--- config.mk ---
export PLATFORM = sky130hd
export DESIGN_NAME = conv_ctrl_fsm_param_flat
export DESIGN_NICKNAME = d
export VERILOG_FILES = /design/src/rtl/conv_ctrl_pkg.sv /design/src/rtl/conv_ctrl_fsm_param_if.sv /design/src/rtl/tag_pipe.sv /design/src/rtl/conv_ctrl_fsm_param.sv /design/src/flat_wrapper.sv
export SDC_FILE = /design/constraint.sdc
export NUM_CORES = 1
export LEC_CHECK = 0
export BUFFER_PORTS_ARGS = -buffer_cell sky130_fd_sc_hd__buf_2
export CAP_MARGIN = 30
export CORE_ASPECT_RATIO = 0.7
export CORE_MARGIN = 1
export CORE_UTILIZATION = 50
export CTS_CLUSTER_SIZE = 25
export DETAILED_ROUTE_END_ITERATION = 16
export PLACE_DENSITY = 0.66
export SLEW_MARGIN = 20
export SYNTH_ARGS = -nofsm -noshare
export SYNTH_HDL_FRONTEND = slang
export SYNTH_SLANG_ARGS = --single-unit
--- constraint.sdc ---
create_clock -name clk -period 2.9 [get_ports clk]
set_clock_uncertainty 0.15 [all_clocks]
set_input_delay 0.145 -clock clk [delete_from_list [all_inputs] [get_ports clk]]
set_output_delay 0.145 -clock clk [all_outputs]
set_load 0.03 [all_outputs]
--- src/rtl/conv_ctrl_pkg.sv ---
`default_nettype none
// ---------------------------------------------------------------------------
// conv_ctrl_pkg : shared types and helpers for the convolution sequencer
// rev 1.0
// ---------------------------------------------------------------------------
package conv_ctrl_pkg;

  typedef enum logic [2:0] {
    ST_IDLE    = 3'd0,
    ST_LOAD_K  = 3'd1,
    ST_LOAD_I  = 3'd2,
    ST_COMPUTE = 3'd3,
    ST_DRAIN   = 3'd4
  } fsm_state_e;

  typedef struct packed {
    logic [31:0] x;
    logic [31:0] y;
    logic [31:0] grp;
  } tag_t;

  // Address width for an n-entry store; never narrower than one bit.
  function automatic int unsigned addr_w(input int unsigned n);
    return (n > 1) ? $clog2(n) : 1;
  endfunction

  function automatic int unsigned nb_groups(input int unsigned channels,
                                            input int unsigned par);
    return channels / par;
  endfunction

endpackage
`default_nettype wire

--- src/rtl/conv_ctrl_fsm_param_if.sv ---
`default_nettype none
// ---------------------------------------------------------------------------
// conv_ctrl_fsm_param_if : input stream handshake plus datapath strobes/tags
// rev 1.0
// ---------------------------------------------------------------------------
interface conv_ctrl_fsm_param_if
  import conv_ctrl_pkg::*;
#(
  parameter int unsigned K_WORDS = 12,
  parameter int unsigned I_WORDS = 4
);

  logic                          con_valid;
  logic                          con_ready;
  logic                          kds_we;
  logic [addr_w(K_WORDS)-1:0]    kds_addr;
  logic                          idss_we;
  logic [addr_w(I_WORDS)-1:0]    idss_addr;
  logic                          idss_shift;
  logic                          mac_en;
  logic                          ods_shift;
  logic                          output_valid;
  logic [31:0]                   output_x;
  logic [31:0]                   output_y;
  logic [31:0]                   output_ch;

  modport master (
    input  con_valid,
    output con_ready, kds_we, kds_addr, idss_we, idss_addr, idss_shift,
           mac_en, ods_shift, output_valid, output_x, output_y, output_ch
  );

  modport slave (
    output con_valid,
    input  con_ready, kds_we, kds_addr, idss_we, idss_addr, idss_shift,
           mac_en, ods_shift, output_valid, output_x, output_y, output_ch
  );

endinterface
`default_nettype wire

--- src/rtl/tag_pipe.sv ---
`default_nettype none
// ---------------------------------------------------------------------------
// tag_pipe : DEPTH-stage valid/tag delay line matching the MAC datapath
// rev 1.0
// ---------------------------------------------------------------------------
module tag_pipe
  import conv_ctrl_pkg::*;
#(
  parameter int unsigned DEPTH = 3
) (
  input  logic clk,
  input  logic arst_n_in,
  input  logic in_valid,
  input  tag_t in_tag,
  output logic out_valid,
  output tag_t out_tag,
  output logic pending
);

  logic [DEPTH-1:0] vld;
  tag_t             tags [DEPTH];

  // Tags only advance behind a valid so the output holds its last result.
  always_ff @(posedge clk or negedge arst_n_in) begin
    if (!arst_n_in) begin
      vld <= '0;
      for (int i = 0; i < DEPTH; i++) begin
        tags[i] <= '0;
      end
    end else begin
      vld[0] <= in_valid;
      if (in_valid) begin
        tags[0] <= in_tag;
      end
      for (int i = 1; i < DEPTH; i++) begin
        vld[i] <= vld[i-1];
        if (vld[i-1]) begin
          tags[i] <= tags[i-1];
        end
      end
    end
  end

  assign out_valid = vld[DEPTH-1];
  assign out_tag   = tags[DEPTH-1];

  // Results still in flight ahead of the output stage.
  if (DEPTH == 1) begin : g_no_pending
    assign pending = 1'b0;
  end else begin : g_pending
    assign pending = |vld[DEPTH-2:0];
  end

endmodule
`default_nettype wire

--- src/rtl/conv_ctrl_fsm_param.sv ---
`default_nettype none
// ---------------------------------------------------------------------------
// conv_ctrl_fsm_param : loads kernels/columns from one stream, issues MACs
// and tracks x/y/channel-group loops; rev 1.0
// ---------------------------------------------------------------------------
module conv_ctrl_fsm_param
  import conv_ctrl_pkg::*;
#(
  parameter int unsigned FEATURE_MAP_WIDTH  = 1024,
  parameter int unsigned FEATURE_MAP_HEIGHT = 1024,
  parameter int unsigned OUTPUT_NB_CHANNELS = 64,
  parameter int unsigned CH_PAR             = 4,
  parameter int unsigned KERNEL_SIZE        = 3,
  parameter int unsigned K_WORDS            = 12,
  parameter int unsigned I_WORDS            = 4,
  parameter int unsigned PIPE_DEPTH         = 3
) (
  input  logic                  clk,
  input  logic                  arst_n_in,
  input  logic                  start,
  output logic                  running,
  output logic                  done,
  conv_ctrl_fsm_param_if.master bus
);

  localparam int unsigned NB_GROUPS    = nb_groups(OUTPUT_NB_CHANNELS, CH_PAR);
  localparam int unsigned KA_W         = addr_w(K_WORDS);
  localparam int unsigned IA_W         = addr_w(I_WORDS);
  localparam int unsigned PRELOAD_LAST = (KERNEL_SIZE >= 2) ? KERNEL_SIZE - 2 : 0;

  localparam logic [2:0] S_IDLE    = ST_IDLE;
  localparam logic [2:0] S_LOAD_K  = ST_LOAD_K;
  localparam logic [2:0] S_LOAD_I  = ST_LOAD_I;
  localparam logic [2:0] S_COMPUTE = ST_COMPUTE;
  localparam logic [2:0] S_DRAIN   = ST_DRAIN;
  // A 1-wide kernel needs no preloaded columns, so a new row computes at once.
  localparam logic [2:0] S_ROW_START = (KERNEL_SIZE == 1) ? S_COMPUTE : S_LOAD_I;

  if ((OUTPUT_NB_CHANNELS % CH_PAR) != 0) begin : g_bad_ch_par
    $error("CH_PAR must divide OUTPUT_NB_CHANNELS");
  end
  if (PIPE_DEPTH < 1) begin : g_bad_depth
    $error("PIPE_DEPTH must be at least 1");
  end

  logic [2:0]  state;
  logic [31:0] wc;
  logic [31:0] col;
  logic [31:0] x;
  logic [31:0] y;
  logic [31:0] grp;

  logic accept;
  logic last_k;
  logic last_i;
  logic last_col;
  logic last_x;
  logic last_y;
  logic last_grp;
  logic pending;
  tag_t cur_tag;
  tag_t out_tag;

  always_comb begin
    last_k   = (wc  == 32'(K_WORDS - 1));
    last_i   = (wc  == 32'(I_WORDS - 1));
    last_col = (col == 32'(PRELOAD_LAST));
    last_x   = (x   == 32'(FEATURE_MAP_WIDTH - 1));
    last_y   = (y   == 32'(FEATURE_MAP_HEIGHT - 1));
    last_grp = (grp == 32'(NB_GROUPS - 1));
  end

  assign running       = (state != S_IDLE);
  assign bus.con_ready = (state == S_LOAD_K) || (state == S_LOAD_I) ||
                         (state == S_COMPUTE);
  assign accept        = bus.con_valid && bus.con_ready;

  assign bus.kds_we     = accept && (state == S_LOAD_K);
  assign bus.kds_addr   = wc[KA_W-1:0];
  assign bus.idss_we    = accept && ((state == S_LOAD_I) || (state == S_COMPUTE));
  assign bus.idss_addr  = wc[IA_W-1:0];
  assign bus.idss_shift = bus.idss_we && last_i;
  assign bus.mac_en     = bus.idss_shift && (state == S_COMPUTE);

  assign done = (state == S_DRAIN) && !pending;

  always_ff @(posedge clk or negedge arst_n_in) begin
    if (!arst_n_in) begin
      state <= S_IDLE;
      wc    <= '0;
      col   <= '0;
      x     <= '0;
      y     <= '0;
      grp   <= '0;
    end else begin
      case (state)
        S_IDLE: begin
          if (start) begin
            state <= S_LOAD_K;
            wc    <= '0;
            col   <= '0;
            x     <= '0;
            y     <= '0;
            grp   <= '0;
          end
        end
        S_LOAD_K: begin
          if (accept) begin
            if (last_k) begin
              wc    <= '0;
              col   <= '0;
              state <= S_ROW_START;
            end else begin
              wc <= wc + 32'd1;
            end
          end
        end
        S_LOAD_I: begin
          if (accept) begin
            if (last_i) begin
              wc <= '0;
              if (last_col) begin
                col   <= '0;
                state <= S_COMPUTE;
              end else begin
                col <= col + 32'd1;
              end
            end else begin
              wc <= wc + 32'd1;
            end
          end
        end
        S_COMPUTE: begin
          if (accept) begin
            if (last_i) begin
              wc <= '0;
              if (!last_x) begin
                x <= x + 32'd1;
              end else if (!last_y) begin
                x     <= '0;
                y     <= y + 32'd1;
                col   <= '0;
                state <= S_ROW_START;
              end else if (!last_grp) begin
                x     <= '0;
                y     <= '0;
                grp   <= grp + 32'd1;
                state <= S_LOAD_K;
              end else begin
                state <= S_DRAIN;
              end
            end else begin
              wc <= wc + 32'd1;
            end
          end
        end
        S_DRAIN: begin
          if (!pending) begin
            state <= S_IDLE;
          end
        end
        default: state <= S_IDLE;
      endcase
    end
  end

  assign cur_tag = '{x: x, y: y, grp: grp};

  tag_pipe #(
    .DEPTH(PIPE_DEPTH)
  ) u_tag_pipe (
    .clk       (clk),
    .arst_n_in (arst_n_in),
    .in_valid  (bus.mac_en),
    .in_tag    (cur_tag),
    .out_valid (bus.output_valid),
    .out_tag   (out_tag),
    .pending   (pending)
  );

  assign bus.ods_shift = bus.output_valid;
  assign bus.output_x  = out_tag.x;
  assign bus.output_y  = out_tag.y;
  assign bus.output_ch = 32'(out_tag.grp * CH_PAR);

endmodule
`default_nettype wire

--- src/flat_wrapper.sv ---
// flat-port wrapper written by rule: the top's interface ports become plain ports
module conv_ctrl_fsm_param_flat import conv_ctrl_pkg::*;
#(
  parameter int unsigned FEATURE_MAP_WIDTH  = 1024,
  parameter int unsigned FEATURE_MAP_HEIGHT = 1024,
  parameter int unsigned OUTPUT_NB_CHANNELS = 64,
  parameter int unsigned CH_PAR             = 4,
  parameter int unsigned KERNEL_SIZE        = 3,
  parameter int unsigned K_WORDS            = 12,
  parameter int unsigned I_WORDS            = 4,
  parameter int unsigned PIPE_DEPTH         = 3
)
  (clk, arst_n_in, start, running, done, bus_con_valid, bus_con_ready, bus_kds_we, bus_kds_addr, bus_idss_we, bus_idss_addr, bus_idss_shift, bus_mac_en, bus_ods_shift, bus_output_valid, bus_output_x, bus_output_y, bus_output_ch);
  conv_ctrl_fsm_param_if #(.K_WORDS(K_WORDS), .I_WORDS(I_WORDS)) bus_i ();
  input  logic clk;
  input  logic arst_n_in;
  input  logic start;
  output logic running;
  output logic done;
  input wire logic [$bits(bus_i.con_valid)-1:0] bus_con_valid;
  output wire logic [$bits(bus_i.con_ready)-1:0] bus_con_ready;
  output wire logic [$bits(bus_i.kds_we)-1:0] bus_kds_we;
  output wire logic [$bits(bus_i.kds_addr)-1:0] bus_kds_addr;
  output wire logic [$bits(bus_i.idss_we)-1:0] bus_idss_we;
  output wire logic [$bits(bus_i.idss_addr)-1:0] bus_idss_addr;
  output wire logic [$bits(bus_i.idss_shift)-1:0] bus_idss_shift;
  output wire logic [$bits(bus_i.mac_en)-1:0] bus_mac_en;
  output wire logic [$bits(bus_i.ods_shift)-1:0] bus_ods_shift;
  output wire logic [$bits(bus_i.output_valid)-1:0] bus_output_valid;
  output wire logic [$bits(bus_i.output_x)-1:0] bus_output_x;
  output wire logic [$bits(bus_i.output_y)-1:0] bus_output_y;
  output wire logic [$bits(bus_i.output_ch)-1:0] bus_output_ch;
  assign bus_i.con_valid = bus_con_valid;
  assign bus_con_ready = bus_i.con_ready;
  assign bus_kds_we = bus_i.kds_we;
  assign bus_kds_addr = bus_i.kds_addr;
  assign bus_idss_we = bus_i.idss_we;
  assign bus_idss_addr = bus_i.idss_addr;
  assign bus_idss_shift = bus_i.idss_shift;
  assign bus_mac_en = bus_i.mac_en;
  assign bus_ods_shift = bus_i.ods_shift;
  assign bus_output_valid = bus_i.output_valid;
  assign bus_output_x = bus_i.output_x;
  assign bus_output_y = bus_i.output_y;
  assign bus_output_ch = bus_i.output_ch;
  conv_ctrl_fsm_param #(.FEATURE_MAP_WIDTH(FEATURE_MAP_WIDTH), .FEATURE_MAP_HEIGHT(FEATURE_MAP_HEIGHT), .OUTPUT_NB_CHANNELS(OUTPUT_NB_CHANNELS), .CH_PAR(CH_PAR), .KERNEL_SIZE(KERNEL_SIZE), .K_WORDS(K_WORDS), .I_WORDS(I_WORDS), .PIPE_DEPTH(PIPE_DEPTH)) u_core (.clk(clk), .arst_n_in(arst_n_in), .start(start), .running(running), .done(done), .bus(bus_i));
endmodule
==> impl_summary.log <==
[metrics] diode count: 0
[metrics] setup repair after global routing missed its margin: yes
[metrics] router iterations before antenna repair: 6
[metrics] antenna violations before repair: 0
[metrics] Worst IR Drop VDD: 0.000459 V
[metrics] count of yosys warnings during synthesis: 0
[metrics] number of setup violations in the final report: 0
[metrics] classification of the worst setup path: flip-flop to flip-flop
[metrics] relative max-transition margin: 0.574
[metrics] clock insertion delay at the later pin of the skew report: 0.56 ns
[metrics] half-perimeter wire length of the detailed placement result: 30900 µm
[metrics] share of post-route cells with drive strength above 1: 0.298
[metrics] Synth Cell Area: 21200 µm²
[metrics] clock tree root driver cell: clkbuf_16
[metrics] number of violations of the max-capacitance limit: 0
[metrics] prevailing post-synth register cell: dfrtp_1
[metrics] worst-case hold slack: 0.118 ns
[metrics] Slew Limit Fails: 0
[metrics] number of buffers inserted by port buffering: 112
[metrics] Cells after Synth: 1870
[metrics] Power Internal: 11200 µW
[metrics] simple-gate share of the synthesized area: 0.139
[metrics] flip-flop and latch count after synthesis: 448
[metrics] fin util: 0.578
[metrics] vias per std cell: 5.92
[metrics] switching power: 4650 µW
[metrics] clock transition time at the flip-flop clock pins of the worst setup and hold paths: 0.07 ns
[metrics] slack of the worst reg-to-reg path: 0.07 ns
[metrics] overall routed net length: 46600 µm
[metrics] post-synthesis async set-or-reset flop share: 1.00
[metrics] number of global-route vias before repair: 14554
[metrics] maximum frequency from static timing analysis: 0.354 GHz
[metrics] Power per Cell Area: 664 nW/µm²
[metrics] Hold Violations, Final: 0
[metrics] dominant combinational cell family by area after synthesis: multiplexers
[metrics] peak fanout along the critical path: 10
[metrics] x dimension of the die: 248 µm
[metrics] Final Cycle Share: 0.974
[metrics] post-synthesis compound-gate area fraction: 0.101
[metrics] critical path launch point type: flip-flop
[metrics] post-route DRC violation count: 0
[metrics] wire length of the first global-routing pass: 77500 µm
[metrics] CTS max path bufs: 3
[metrics] Die Height: 174 µm
[metrics] DRT antenna net count: 0
[metrics] overall die area: 43200 µm²
[metrics] Routed WL per cell: 18.6 µm
[metrics] maximum number of pins on one net before global-route repair: 100
[metrics] Num Clock Sinks: 448
[metrics] classification of the worst-slack hold path: input pin to flip-flop
[metrics] global route total overflow: 0
[metrics] number of nets in the finished design: 1946
[metrics] final weighted congestion in routability-driven placement: 0.882
[metrics] leakage power of the design: 0.0115 µW
[metrics] overall via count from detail_route: 14869
[metrics] Starting Density: 0.512
[metrics] clock tree from TritonCTS: yes
[metrics] min cycle time layout: 2.83 ns
[metrics] synthesized-area fraction occupied by adder cells: 0.00355
[metrics] cell row count: 62
[metrics] parity-gate share of the synthesized area counting xor and xnor cells: 0.00828
[metrics] number of top-level pins: 115
[metrics] crit path capture type: flip-flop
[metrics] number of design-rule violations left by the first detailed-router iteration: 1444
[metrics] Worst Max-Slew Pin Slew: 0.635 ns
[metrics] dominant cells by area after synthesis: dfrtp_1 (53%), mux2_2 (12%), buf_4 (3.8%), mux2_1 (2.6%), o31ai_1 (2.2%)
[metrics] area added between synthesis and finish: 13.0%
[metrics] biggest area consumer among synthesized cells: dfrtp_1
[metrics] number of flops mapped to enable cells by yosys: 0
[metrics] Floorplan Core Area: 41300 µm²
[metrics] run status: finished, final reports clean
[metrics] mean post-synth cell area: 11.3 µm²
[metrics] switching share of power: 0.293
[metrics] number of buffers inserted during clock tree synthesis: 43
[metrics] proportion of synthesized chip area in sequential cells: 0.530
[metrics] portion of total power attributed to the clock network: 0.371
[metrics] share of the synthesized area in the top cell type: 0.530
[metrics] share of power burned in combinational logic: 0.204
[metrics] Netlist cell types: 73
[metrics] H-tree depth reported by CTS: 2
[metrics] multiplexer area fraction after synthesis: 0.153
[metrics] Sequential Power Share: 0.425
[metrics] critical path data arrival time: 3.14 ns
[metrics] combined global-route utilization of all metal layers: 0.219
[metrics] CP required: 3.22 ns
==> layout by cell type, fill, tap and decap left out, types with 10 or more instances in the layout <==
cell type,synthesis,final
a21o_1,20,20
a21oi_1,61,61
a31oi_1,20,20
and2_1,16,15
and3_1,30,30
and4_1,19,19
buf_12,0,12
buf_2,11,110
buf_4,106,115
clkbuf_16,0,43
clkbuf_8,0,10
dfrtp_1,448,445
inv_1,26,25
mux2_1,49,49
mux2_2,233,233
nand2_1,108,107
nand3_1,62,61
nand4_1,52,52
nor2_1,77,77
nor3_1,37,37
nor4_1,44,37
o21ai_0,61,61
o21ai_1,34,34
o31ai_1,63,62
o41ai_1,16,14
or3_1,21,20
or4_1,21,21
xnor2_1,13,13
==> state kept, by name, indices dropped and copies added, names as in the netlist <==
signal and flops:
u_core.col 32, u_core.wc 32, u_core.grp 32, u_core.x 32, u_core.y 32, u_core.u_tag_pipe.out_tag 94, u_core.u_tag_pipe.vld 3, u_core.state 3
u_core.u_tag_pipe.tags 188
==> power by group through the flow <==
stage / combinational (µW) / sequential, µW / clock (µW)
after floorplan: 2070 / 6800 / 0
after global placement: 3090 / 6850 / 0
after detailed placement: 3160 / 6860 / 0
after CTS: 3180 / 6750 / 6030
after global routing: 3540 / 6790 / 6290
final: 3230 / 6750 / 5890
==> cells by family (layout without fill, tap and decap cells) <==
family                   Yosys count  in the layout
other                              1              2
XOR/XNOR                          20             20
AND/OR/NAND/NOR                  533            533
multiplexers                     289            289
buffers and inverters            248            343
AO/OA/AOI/OAI                    325            325
adder cells (fa/ha/maj)            6              6
flip-flops                       448            448
==> critical path, cell delays in order, from the launching register on <==
cell     delay (ns)
dfrtp_1        0.44
nor4_1         0.33
nand2_1        0.24
o31a_1         0.41
or4_4          0.61
or4_1          0.41
a21oi_1        0.16
==> path summary, 6_finish.rpt <==
path,startpoint,end,cells past startpoint
hold / removal,bus_con_valid,u_core.x[6]$_DFFE_PN0P_,6
hold reg to reg,u_core.u_tag_pipe.tags[258]$_DFFE_PN0P_,u_core.u_tag_pipe.tags[258]$_DFFE_PN0P_,1
setup reg to reg,u_core.x[21]$_DFFE_PN0P_,u_core.y[31]$_DFFE_PN0P_,6
max in group asynchronous,arst_n_in,u_core.u_tag_pipe.tags[254]$_DFFE_PN0P_,3
min in group asynchronous,arst_n_in,u_core.state[1]$_DFFE_PN0P_,3
setup / recovery,u_core.x[21]$_DFFE_PN0P_,u_core.y[31]$_DFFE_PN0P_,6
==> cell usage after synthesis, types with 3 or more instances <==
master / number
dfrtp_1: 448
mux2_2: 233
nand2_1: 108
buf_4: 106
clkbuf_1: 89
nor2_1: 77
o31ai_1: 63
nand3_1: 62
a21oi_1: 61
o21ai_0: 61
nand4_1: 52
mux2_1: 49
nor4_1: 44
nor3_1: 37
o21ai_1: 34
and3_1: 30
inv_1: 26
or3_1: 21
or4_1: 21
a21o_1: 20
a31oi_1: 20
and4_1: 19
and2_1: 16
o41ai_1: 16
buf_1: 13
xnor2_1: 13
buf_2: 11
nand2b_1: 9
a211oi_1: 7
mux2i_1: 7
xor2_1: 7
ha_1: 6
or4b_1: 6
a41oi_1: 5
nor2b_1: 5
a211o_1: 4
o211ai_1: 4
buf_6: 3
nor2_2: 3
nor4_2: 3
o21bai_1: 3
o2bb2ai_1: 3
o31a_1: 3
==> layer usage <==
layer | track usage | wire (µm) | up-vias | part of all wire
li1 | - | - | 6905 | -
met1 | 0.330 | 22300 | 7477 | 0.48
met2 | 0.331 | 21000 | 430 | 0.45
met3 | 0.0350 | 2500 | 57 | 0.054
met4 | 0.0501 | 755 | 0 | 0.016
met5 | 0 | 0 | - | 0
==> per-stage QoR <==
stage	instances	power [µW]	setup TNS, ns	worst slack, ns	instance area, µm²
global route	2510	16600	-0.268	-0.0502	23900
floorplan	1871	8870	0	0.133	21200
finish	2510	15900	0	0.0749	23900
global placement	2427	9940	-0.0165	-0.0165	22300
CTS	2506	16000	0	0.00243	23800
detailed placement	2427	10000	-0.0593	-0.0519	22300
==> repair_timing <==
item,in CTS,in global routing
hold buffers,3,0
buffers inserted,1,4
pin swaps,3,6
endpoints found under the hold margin,449,0
gates resized for setup,4,15
setup endpoints to repair,14,73
==> final cells by class <==
cell class / count / area (µm²)
Fill cell: 3378 / 17400
Sequential cell: 448 / 11200
Multi-Input combinational cell: 1175 / 8710
Timing Repair Buffer: 242 / 1730
Inverter: 26 / 97.6
Clock inverter: 13 / 223
Tap cell: 544 / 681
Clock buffer: 62 / 1250
Note: power is estimated with default switching activity, not from simulation.
